`config.mk`:
```
export PLATFORM = sky130hd
export DESIGN_NAME = mux_hash_core
export DESIGN_NICKNAME = d
export VERILOG_FILES = /design/src/rtl/mux_hash_pkg.sv /design/src/rtl/mux_cell4.sv /design/src/rtl/mux_hash_core.sv
export SDC_FILE = /design/constraint.sdc
export NUM_CORES = 1
export LEC_CHECK = 0
export BUFFER_PORTS_ARGS = -buffer_cell sky130_fd_sc_hd__clkbuf_2
export CAP_MARGIN = 20
export CELL_PAD_IN_SITES_DETAIL_PLACEMENT = 1
export CELL_PAD_IN_SITES_GLOBAL_PLACEMENT = 2
export CORE_ASPECT_RATIO = 2
export CORE_MARGIN = 3
export CORE_UTILIZATION = 36
export CTS_CLUSTER_SIZE = 8
export DETAILED_ROUTE_END_ITERATION = 12
export GPL_ROUTABILITY_DRIVEN = 0
export GPL_TIMING_DRIVEN = 0
export PLACE_DENSITY = 0.9
export SYNTH_ARGS = -nofsm -noshare
export SYNTH_HDL_FRONTEND = slang
export SYNTH_SLANG_ARGS = --single-unit
```
`constraint.sdc`:
```
create_clock -name clk -period 4.5 [get_ports clk]
set_clock_uncertainty 0.2 [all_clocks]
set_input_delay 0.675 -clock clk [delete_from_list [all_inputs] [get_ports clk]]
set_output_delay 0.675 -clock clk [all_outputs]
set_load 0.03 [all_outputs]
```
`src/rtl/mux_hash_pkg.sv`:
```
// Shared types and select encodings for the mux-select hash round engine.
package mux_hash_pkg;

  localparam int unsigned SEL_W = 2;

  typedef enum logic [1:0] {
    IDLE = 2'd0,
    RUN  = 2'd1,
    DONE = 2'd2
  } mh_state_t;

  localparam logic [SEL_W-1:0] SEL_HOLD = 2'b00;
  localparam logic [SEL_W-1:0] SEL_ROT  = 2'b01;
  localparam logic [SEL_W-1:0] SEL_XOR  = 2'b10;
  localparam logic [SEL_W-1:0] SEL_INV  = 2'b11;

endpackage

```
`src/rtl/mux_cell4.sv`:
```
// One-bit mux-select logic cell: select is (a1|b1, a0&b0), picks hold/rotated/keyed/inverted bit.
module mux_cell4
  import mux_hash_pkg::*;
(
  input  logic a1,
  input  logic b1,
  input  logic a0,
  input  logic b0,
  input  logic hold,
  input  logic rot,
  input  logic key,
  output logic y_c
);

  logic [SEL_W-1:0] sel_c;

  always_comb begin
    sel_c = {a1 | b1, a0 & b0};
    y_c   = hold;
    case (sel_c)
      SEL_HOLD: y_c = hold;
      SEL_ROT:  y_c = rot;
      SEL_XOR:  y_c = hold ^ key;
      SEL_INV:  y_c = ~hold;
      default:  y_c = hold;
    endcase
  end

endmodule

```
`src/rtl/mux_hash_core.sv`:
```
// Iterative hash round engine: WIDTH mux cells update the state for ROUNDS cycles per start.
// Optional MUX_HASH_CHAIN_EN adds a chain input that reuses the previous digest as the seed.
module mux_hash_core
  import mux_hash_pkg::*;
#(
  parameter int unsigned WIDTH  = 8,
  parameter int unsigned ROUNDS = 16,
  parameter int unsigned ROT    = 1
) (
  input  logic             clk,
  input  logic             clr_n,
  input  logic             start,
`ifdef MUX_HASH_CHAIN_EN
  input  logic             chain,
`endif
  input  logic [WIDTH-1:0] seed,
  input  logic [WIDTH-1:0] a1,
  input  logic [WIDTH-1:0] b1,
  input  logic [WIDTH-1:0] a0,
  input  logic [WIDTH-1:0] b0,
  input  logic [WIDTH-1:0] key,
  output logic             busy,
  output logic             done,
  output logic [WIDTH-1:0] digest
);

  localparam int unsigned CNT_W = (ROUNDS > 1) ? $clog2(ROUNDS) : 1;
  localparam logic [CNT_W-1:0] CNT_LAST = CNT_W'(ROUNDS - 1);
  localparam int unsigned ROT_M = ROT % WIDTH;

  mh_state_t        st_q, st_d;
  logic [CNT_W-1:0] cnt_q, cnt_d;
  logic [WIDTH-1:0] state_q, state_d;
  logic [WIDTH-1:0] a1_q, a1_d, b1_q, b1_d, a0_q, a0_d, b0_q, b0_d;
  logic [WIDTH-1:0] key_q, key_d;
  logic             busy_q, busy_d, done_q, done_d;
  logic [WIDTH-1:0] rot_c;
  logic [WIDTH-1:0] mix_c;

  assign rot_c = (state_q << ROT_M) | (state_q >> (WIDTH - ROT_M));

  for (genvar i = 0; i < WIDTH; i++) begin : g_cell
    mux_cell4 u_cell (
      .a1   (a1_q[i]),
      .b1   (b1_q[i]),
      .a0   (a0_q[i]),
      .b0   (b0_q[i]),
      .hold (state_q[i]),
      .rot  (rot_c[i]),
      .key  (key_q[i]),
      .y_c  (mix_c[i])
    );
  end

  // Next-state, counter and datapath loads; operands rotate after every round.
  always_comb begin
    st_d    = st_q;
    cnt_d   = cnt_q;
    state_d = state_q;
    a1_d    = a1_q;
    b1_d    = b1_q;
    a0_d    = a0_q;
    b0_d    = b0_q;
    key_d   = key_q;
    case (st_q)
      IDLE: begin
        if (start) begin
          st_d  = RUN;
          cnt_d = '0;
`ifdef MUX_HASH_CHAIN_EN
          state_d = chain ? state_q : seed;
`else
          state_d = seed;
`endif
          a1_d  = a1;
          b1_d  = b1;
          a0_d  = a0;
          b0_d  = b0;
          key_d = key;
        end
      end
      RUN: begin
        state_d = mix_c;
        a1_d    = {a1_q[WIDTH-2:0], a1_q[WIDTH-1]};
        b1_d    = {b1_q[WIDTH-2:0], b1_q[WIDTH-1]};
        a0_d    = {a0_q[WIDTH-2:0], a0_q[WIDTH-1]};
        b0_d    = {b0_q[WIDTH-2:0], b0_q[WIDTH-1]};
        // Hold the counter on the last round so it never wraps inside a run.
        if (cnt_q == CNT_LAST) begin
          st_d = DONE;
        end else begin
          cnt_d = cnt_q + CNT_W'(1);
        end
      end
      DONE:    st_d = IDLE;
      default: st_d = IDLE;
    endcase
    busy_d = (st_d == RUN);
    done_d = (st_d == DONE);
  end

  always_ff @(posedge clk or negedge clr_n) begin
    if (!clr_n) begin
      st_q    <= IDLE;
      cnt_q   <= '0;
      state_q <= '0;
      a1_q    <= '0;
      b1_q    <= '0;
      a0_q    <= '0;
      b0_q    <= '0;
      key_q   <= '0;
      busy_q  <= 1'b0;
      done_q  <= 1'b0;
    end else begin
      st_q    <= st_d;
      cnt_q   <= cnt_d;
      state_q <= state_d;
      a1_q    <= a1_d;
      b1_q    <= b1_d;
      a0_q    <= a0_d;
      b0_q    <= b0_d;
      key_q   <= key_d;
      busy_q  <= busy_d;
      done_q  <= done_d;
    end
  end

  assign busy   = busy_q;
  assign done   = done_q;
  assign digest = state_q;

endmodule

```
# [After elaboration in Yosys (flattened, before gate mapping)]
# Index checks and enable logic that the tools add are counted.
[word_totals] regBits=56 inputBits=51 output_inout_bits=10 word_cells=134
[op_classes] n_addsub=1 eq_ne=38 mux=24 bitwise_logic=33 reduce_logical=21
[op_table] operator="8-bit case mux with 2 select lines" count=5
[op_table] operator="8-bit 2-to-1 mux" count=5
[op_table] operator="2-bit equality test (second input constant)" count=17
[op_table] operator="3-bit AND reduction" count=9
[op_table] operator="1-bit case mux with 3 select lines" count=8
[op_table] operator="2-bit by 1-bit equality test with 1-bit output (second input constant)" count=10
[op_table] operator="2-bit inequality test (second input constant)" count=10
[op_table] operator="2-bit logical NOT" count=9
[op_table] operator="1-bit bitwise AND" count=8
[op_table] operator="4-bit 2-to-1 mux" count=2
[op_table] operator="1-bit inverter" count=8
[op_table] operator="1-bit OR" count=8
[op_table] operator="8-bit by 1-bit OR with 8-bit output" count=1
[op_table] operator="4-bit case mux with 2 select lines" count=1
[op_table] operator="1-bit XOR" count=8
[op_table] operator="4-bit by 1-bit adder with 4-bit output (second input constant)" count=1
[op_table] operator="4-bit equality test (second input constant)" count=1
[op_table] operator="2-bit 2-to-1 mux" count=2
[op_table] operator="2-bit case mux with 2 select lines" count=1
[op_table] operator="2-bit AND reduction" count=2
[op_table] operator="2-bit nonzero test" count=1

# [Logic depth before layout (Yosys ltp)]
[depth] ltp_word=4 mapped_depth=7 ltp_nobuf=5

# [By module]
# From an unflattened synthesis, not the netlist that was laid out.
[unflattened] hier_cells=326 hier_area_um2=3056.7
[by_module_without_submodules] module="mux_hash_core" n_inst=1 cells_each=270 area_per_inst_um2=2746.4 seq_area_each_um2=1401.3
[by_module_without_submodules] module="mux_cell4" n_inst=8 cells_each=7 area_per_inst_um2=38.8 seq_area_each_um2=0.0

# [Worst setup path after synthesis]
# No wires, ideal clock.
[synth_path] path_kind="input port to flip-flop" start="input port start" end="register key_q[5]" setup_time_ns=0.125 arrival_time_ns=1.576 required_time_ns=4.175 slack_ns=2.599 stages=4 path_buffers=2 path_cell_list="or3b_1 > buf_6 > buf_12 > mux2_4"
[synth_between] elab_chain_len=1
[synth_lines] item="start: declaration" line="mux_hash_core.sv:12" rtl="input logic start,"
[synth_lines] item="2-bit AND reduction (no line)"
[synth_lines] item="end signal: assignment" line="mux_hash_core.sv:122" rtl="key_q <= key_d;"
[synth_lines] item="end: declaration" line="mux_hash_core.sv:35" rtl="logic [WIDTH-1:0] key_q, key_d;"
# Every way passes these cells.
# A chain may end at the register's enable or synchronous reset.

# [Final worst setup path]
[layout_path] start="register state_q[2] (netlist: digest[2])" end="output port digest[2]"
[layout_lines] item="start: declaration" line="mux_hash_core.sv:33" rtl="logic [WIDTH-1:0] state_q, state_d;"
[layout_lines] item="start signal: assignment" line="mux_hash_core.sv:117" rtl="state_q <= state_d;"
[layout_lines] item="end: declaration" line="mux_hash_core.sv:24" rtl="output logic [WIDTH-1:0] digest"
# No word-level cell between the ends.

==> flow_summary.toml <==
[routing]
via_per_inst = 5.39
met1_length_mm = 3.33
drc_errors = 0
routedWlPerCell_um = 19.2
vias = 2488
routed-wl-met3_um = 311
firstDrtPassIters = 4
drt_wl_total_mm = 8.85
top_layer_used = "met4"
dr_wl_met2_mm = 4.92
drtAntennaViolNets = 0
drt_iter0_markers = 73

[finish]
multi_input_area_sq_um = 1350
syn2layout_area_growth_pct = 19.6
nets = 419
fillers = 906
utilization = 0.452
drive_gt1_frac = 0.272
regArea_sq_um = 1400
diodes = 0
final_cell_area_sq_um = 3490
fin_cells = 462

[die]
die_x_um = 69.7
start_util = 0.378
die-area_sq_um = 9290
ioPinCount = 61
core.rowCount = 45
core_sq_um = 7710
die-height_um = 133

[pwr]
p_int_mw = 1.64
clkPwrFrac = 0.142
leakage_nw = 1.55
power_frac_seq = 0.362
vdd_drop_max_mv = 0.393
power.share.switching = 0.442
power_frac_comb = 0.497
p_total_mw = 2.95
switching_power_mw = 1.30
p_per_area_nw_per_um2 = 844

[placement]
port_buffers = 60
dp_cells = 454
dp_hpwl_mm = 6.40
placed_area_sq_um = 3340
pre_cts_slack_ps = 2290

[synth]
ys.flop_type = "dfrtp_1"
yosys_warnings = 0
async_flop_share = 1.00
synth_nets = 352
syn_avg_cell_area_sq_um = 9.73
synth-seq-cells = 56
synth_cell_types = 29
synth_edf_count = 0
synth-seq-area-share = 0.480
netlist_area_sq_um = 2920
syn_inst = 300

[global_routing]
grt-ovfl-total = 0
grt_first_pass_wirelength_mm = 14.2
track_usage = 0.197
antenna_found_initial = 0
grt_start_max_net_pins = 57
grt_pass1_vias = 2704

[clock_network]
ctsHoldBuffers = 0
cts_setup_buffers = 0
h-tree-depth = 2
clkSinkCount = 56
numCtsBuffers = 5
clk_path_buf_depth = 2
cts-resized-gates = 0
root_buffer = "clkbuf_16"
clk_pin_slew_ps = 70
cts_tree = "built"
insertion_delay_ps = 310

[timing]
finalCriticalPeriod_ps = 1960
hold_viol = 0
whs_ps = 264
min_period_over_period = 0.435
worst_slack_ps = 2540
report.final.slew_viol_count = 0
tightest_slew_ps = 808
relSlewSlack = 0.461
fmax_mhz = 511
finalSetupViolCount = 0
finalSetupTns_ps = 0
grt_setup_unrepaired = "no"

[setup_path]
arrival_ps = 1080
cp.required_ps = 3620
worstSetupEndpointType = "output port"
crit_path_start_kind = "register"
crit_fanout = 4
worstSetupPathType = "register to output port"

[flow_run]
cap_viol_max_count = 0

[status]
status = "complete, no violations"

[worst_hold_path]
hold_path.class = "input port to asynchronous set/reset pin"
==> cell usage after synthesis, types with 2 or more instances <==
cell type | n | area (sq um)
a211oi_1 | 7 | 52.6
a21oi_1 | 12 | 60.1
a22o_1 | 3 | 26.3
a31oi_1 | 9 | 56.3
buf_2 | 5 | 25.0
buf_4 | 8 | 60.1
buf_6 | 2 | 22.5
clkbuf_1 | 9 | 33.8
dfrtp_1 | 56 | 1400
mux2_2 | 7 | 78.8
mux2_4 | 2 | 30.0
mux2i_1 | 32 | 320
nand2_1 | 44 | 165
nand3_1 | 2 | 10.0
nor2_1 | 27 | 101
nor3_1 | 10 | 50.1
o21ai_0 | 40 | 200
o21ai_2 | 7 | 61.3
xnor2_1 | 8 | 70.1
==> worst paths after layout <==
| check | from | to | slack [ps] | cells past startpoint |
|---|---|---|---|---|
| min reg2reg | key_q[2] | key_q[2] | 320 | 1 |
| min in group clk | key_q[2] | key_q[2] | 320 | 1 |
| max | digest[2] | digest[2] | 2540 | 2 |
| min | clr_n | st_q[0] | 260 | 1 |
| max reg2reg | st_q[0] | cnt_q[3] | 2580 | 5 |
| max in group asynchronous | clr_n | key_q[7] | 3290 | 1 |
==> registers in the layout, indices dropped and copies added, names as in the netlist <==
signal / count
a0_q: 8
a1_q: 8
b0_q: 8
b1_q: 8
digest: 8
key_q: 8
cnt_q: 4
st_q: 2
busy: 1
done: 1
==> final cells by class <==
| type | count | share of cell area |
|---|---|---|
| buffer | 25 | 0.0463 |
| clock buffer | 7 | 0.0409 |
| inverter | 1 | 0.00108 |
| sequential | 56 | 0.402 |
| multi-input combinational | 218 | 0.387 |
| timing repair buffer | 60 | 0.0868 |
| clock inverter | 1 | 0.00215 |
| tap | 94 | 0.0337 |
==> cell usage in the layout (no fill, tap or decap), drive strengths merged <==
| master | n |
|---|---|
| a211oi | 7 |
| a21oi | 12 |
| a22o | 3 |
| a31oi | 9 |
| and3 | 1 |
| buf | 16 |
| clkbuf | 76 |
| clkinvlp | 1 |
| dfrtp | 56 |
| ha | 1 |
| inv | 1 |
| mux2 | 9 |
| mux2i | 32 |
| nand2 | 44 |
| nand2b | 1 |
| nand3 | 2 |
| nor2 | 27 |
| nor2b | 1 |
| nor3 | 10 |
| o21ai | 47 |
| o21bai | 2 |
| o311a | 1 |
| or3b | 1 |
| xnor2 | 8 |
==> cells by family (layout without fill, tap and decap cells) <==
logic type      Yosys count  after routing  synth area share
compound gates           81             81             0.166
fa+ha+maj                 1              1           0.00429
buf+inv                  26             94            0.0566
xor+xnor                  8              8            0.0240
flops                    56             56             0.480
mux                      41             41             0.147
simple gates             87             87             0.121
==> worst max-delay path: stages (launching register included) <==
cell and delay (ps):
dfrtp_1 450, buf_4 140, clkbuf_2 190
==> power groups by stage <==
| stage | Sequential (mW) | Combinational [mW] | Clock [mW] |
|---|---|---|---|
| 2_1_floorplan | 0.981 | 1.12 | 0 |
| 3_3_place_gp | 1.06 | 1.42 | 0 |
| 3_5_place_dp | 1.07 | 1.48 | 0 |
| 4_1_cts | 1.06 | 1.49 | 0.425 |
| 5_1_grt | 1.10 | 1.64 | 0.447 |
| 6_report | 1.07 | 1.46 | 0.417 |
==> routing by layer <==
layer | global-route usage | up-vias
met2 | 0.369 | 56
met1 | 0.217 | 1240
met3 | 0.0279 | 18
met5 | 0 | -
met4 | 0.0874 | 0
li1 | - | 1174
(Power assumes the default switching activity.)
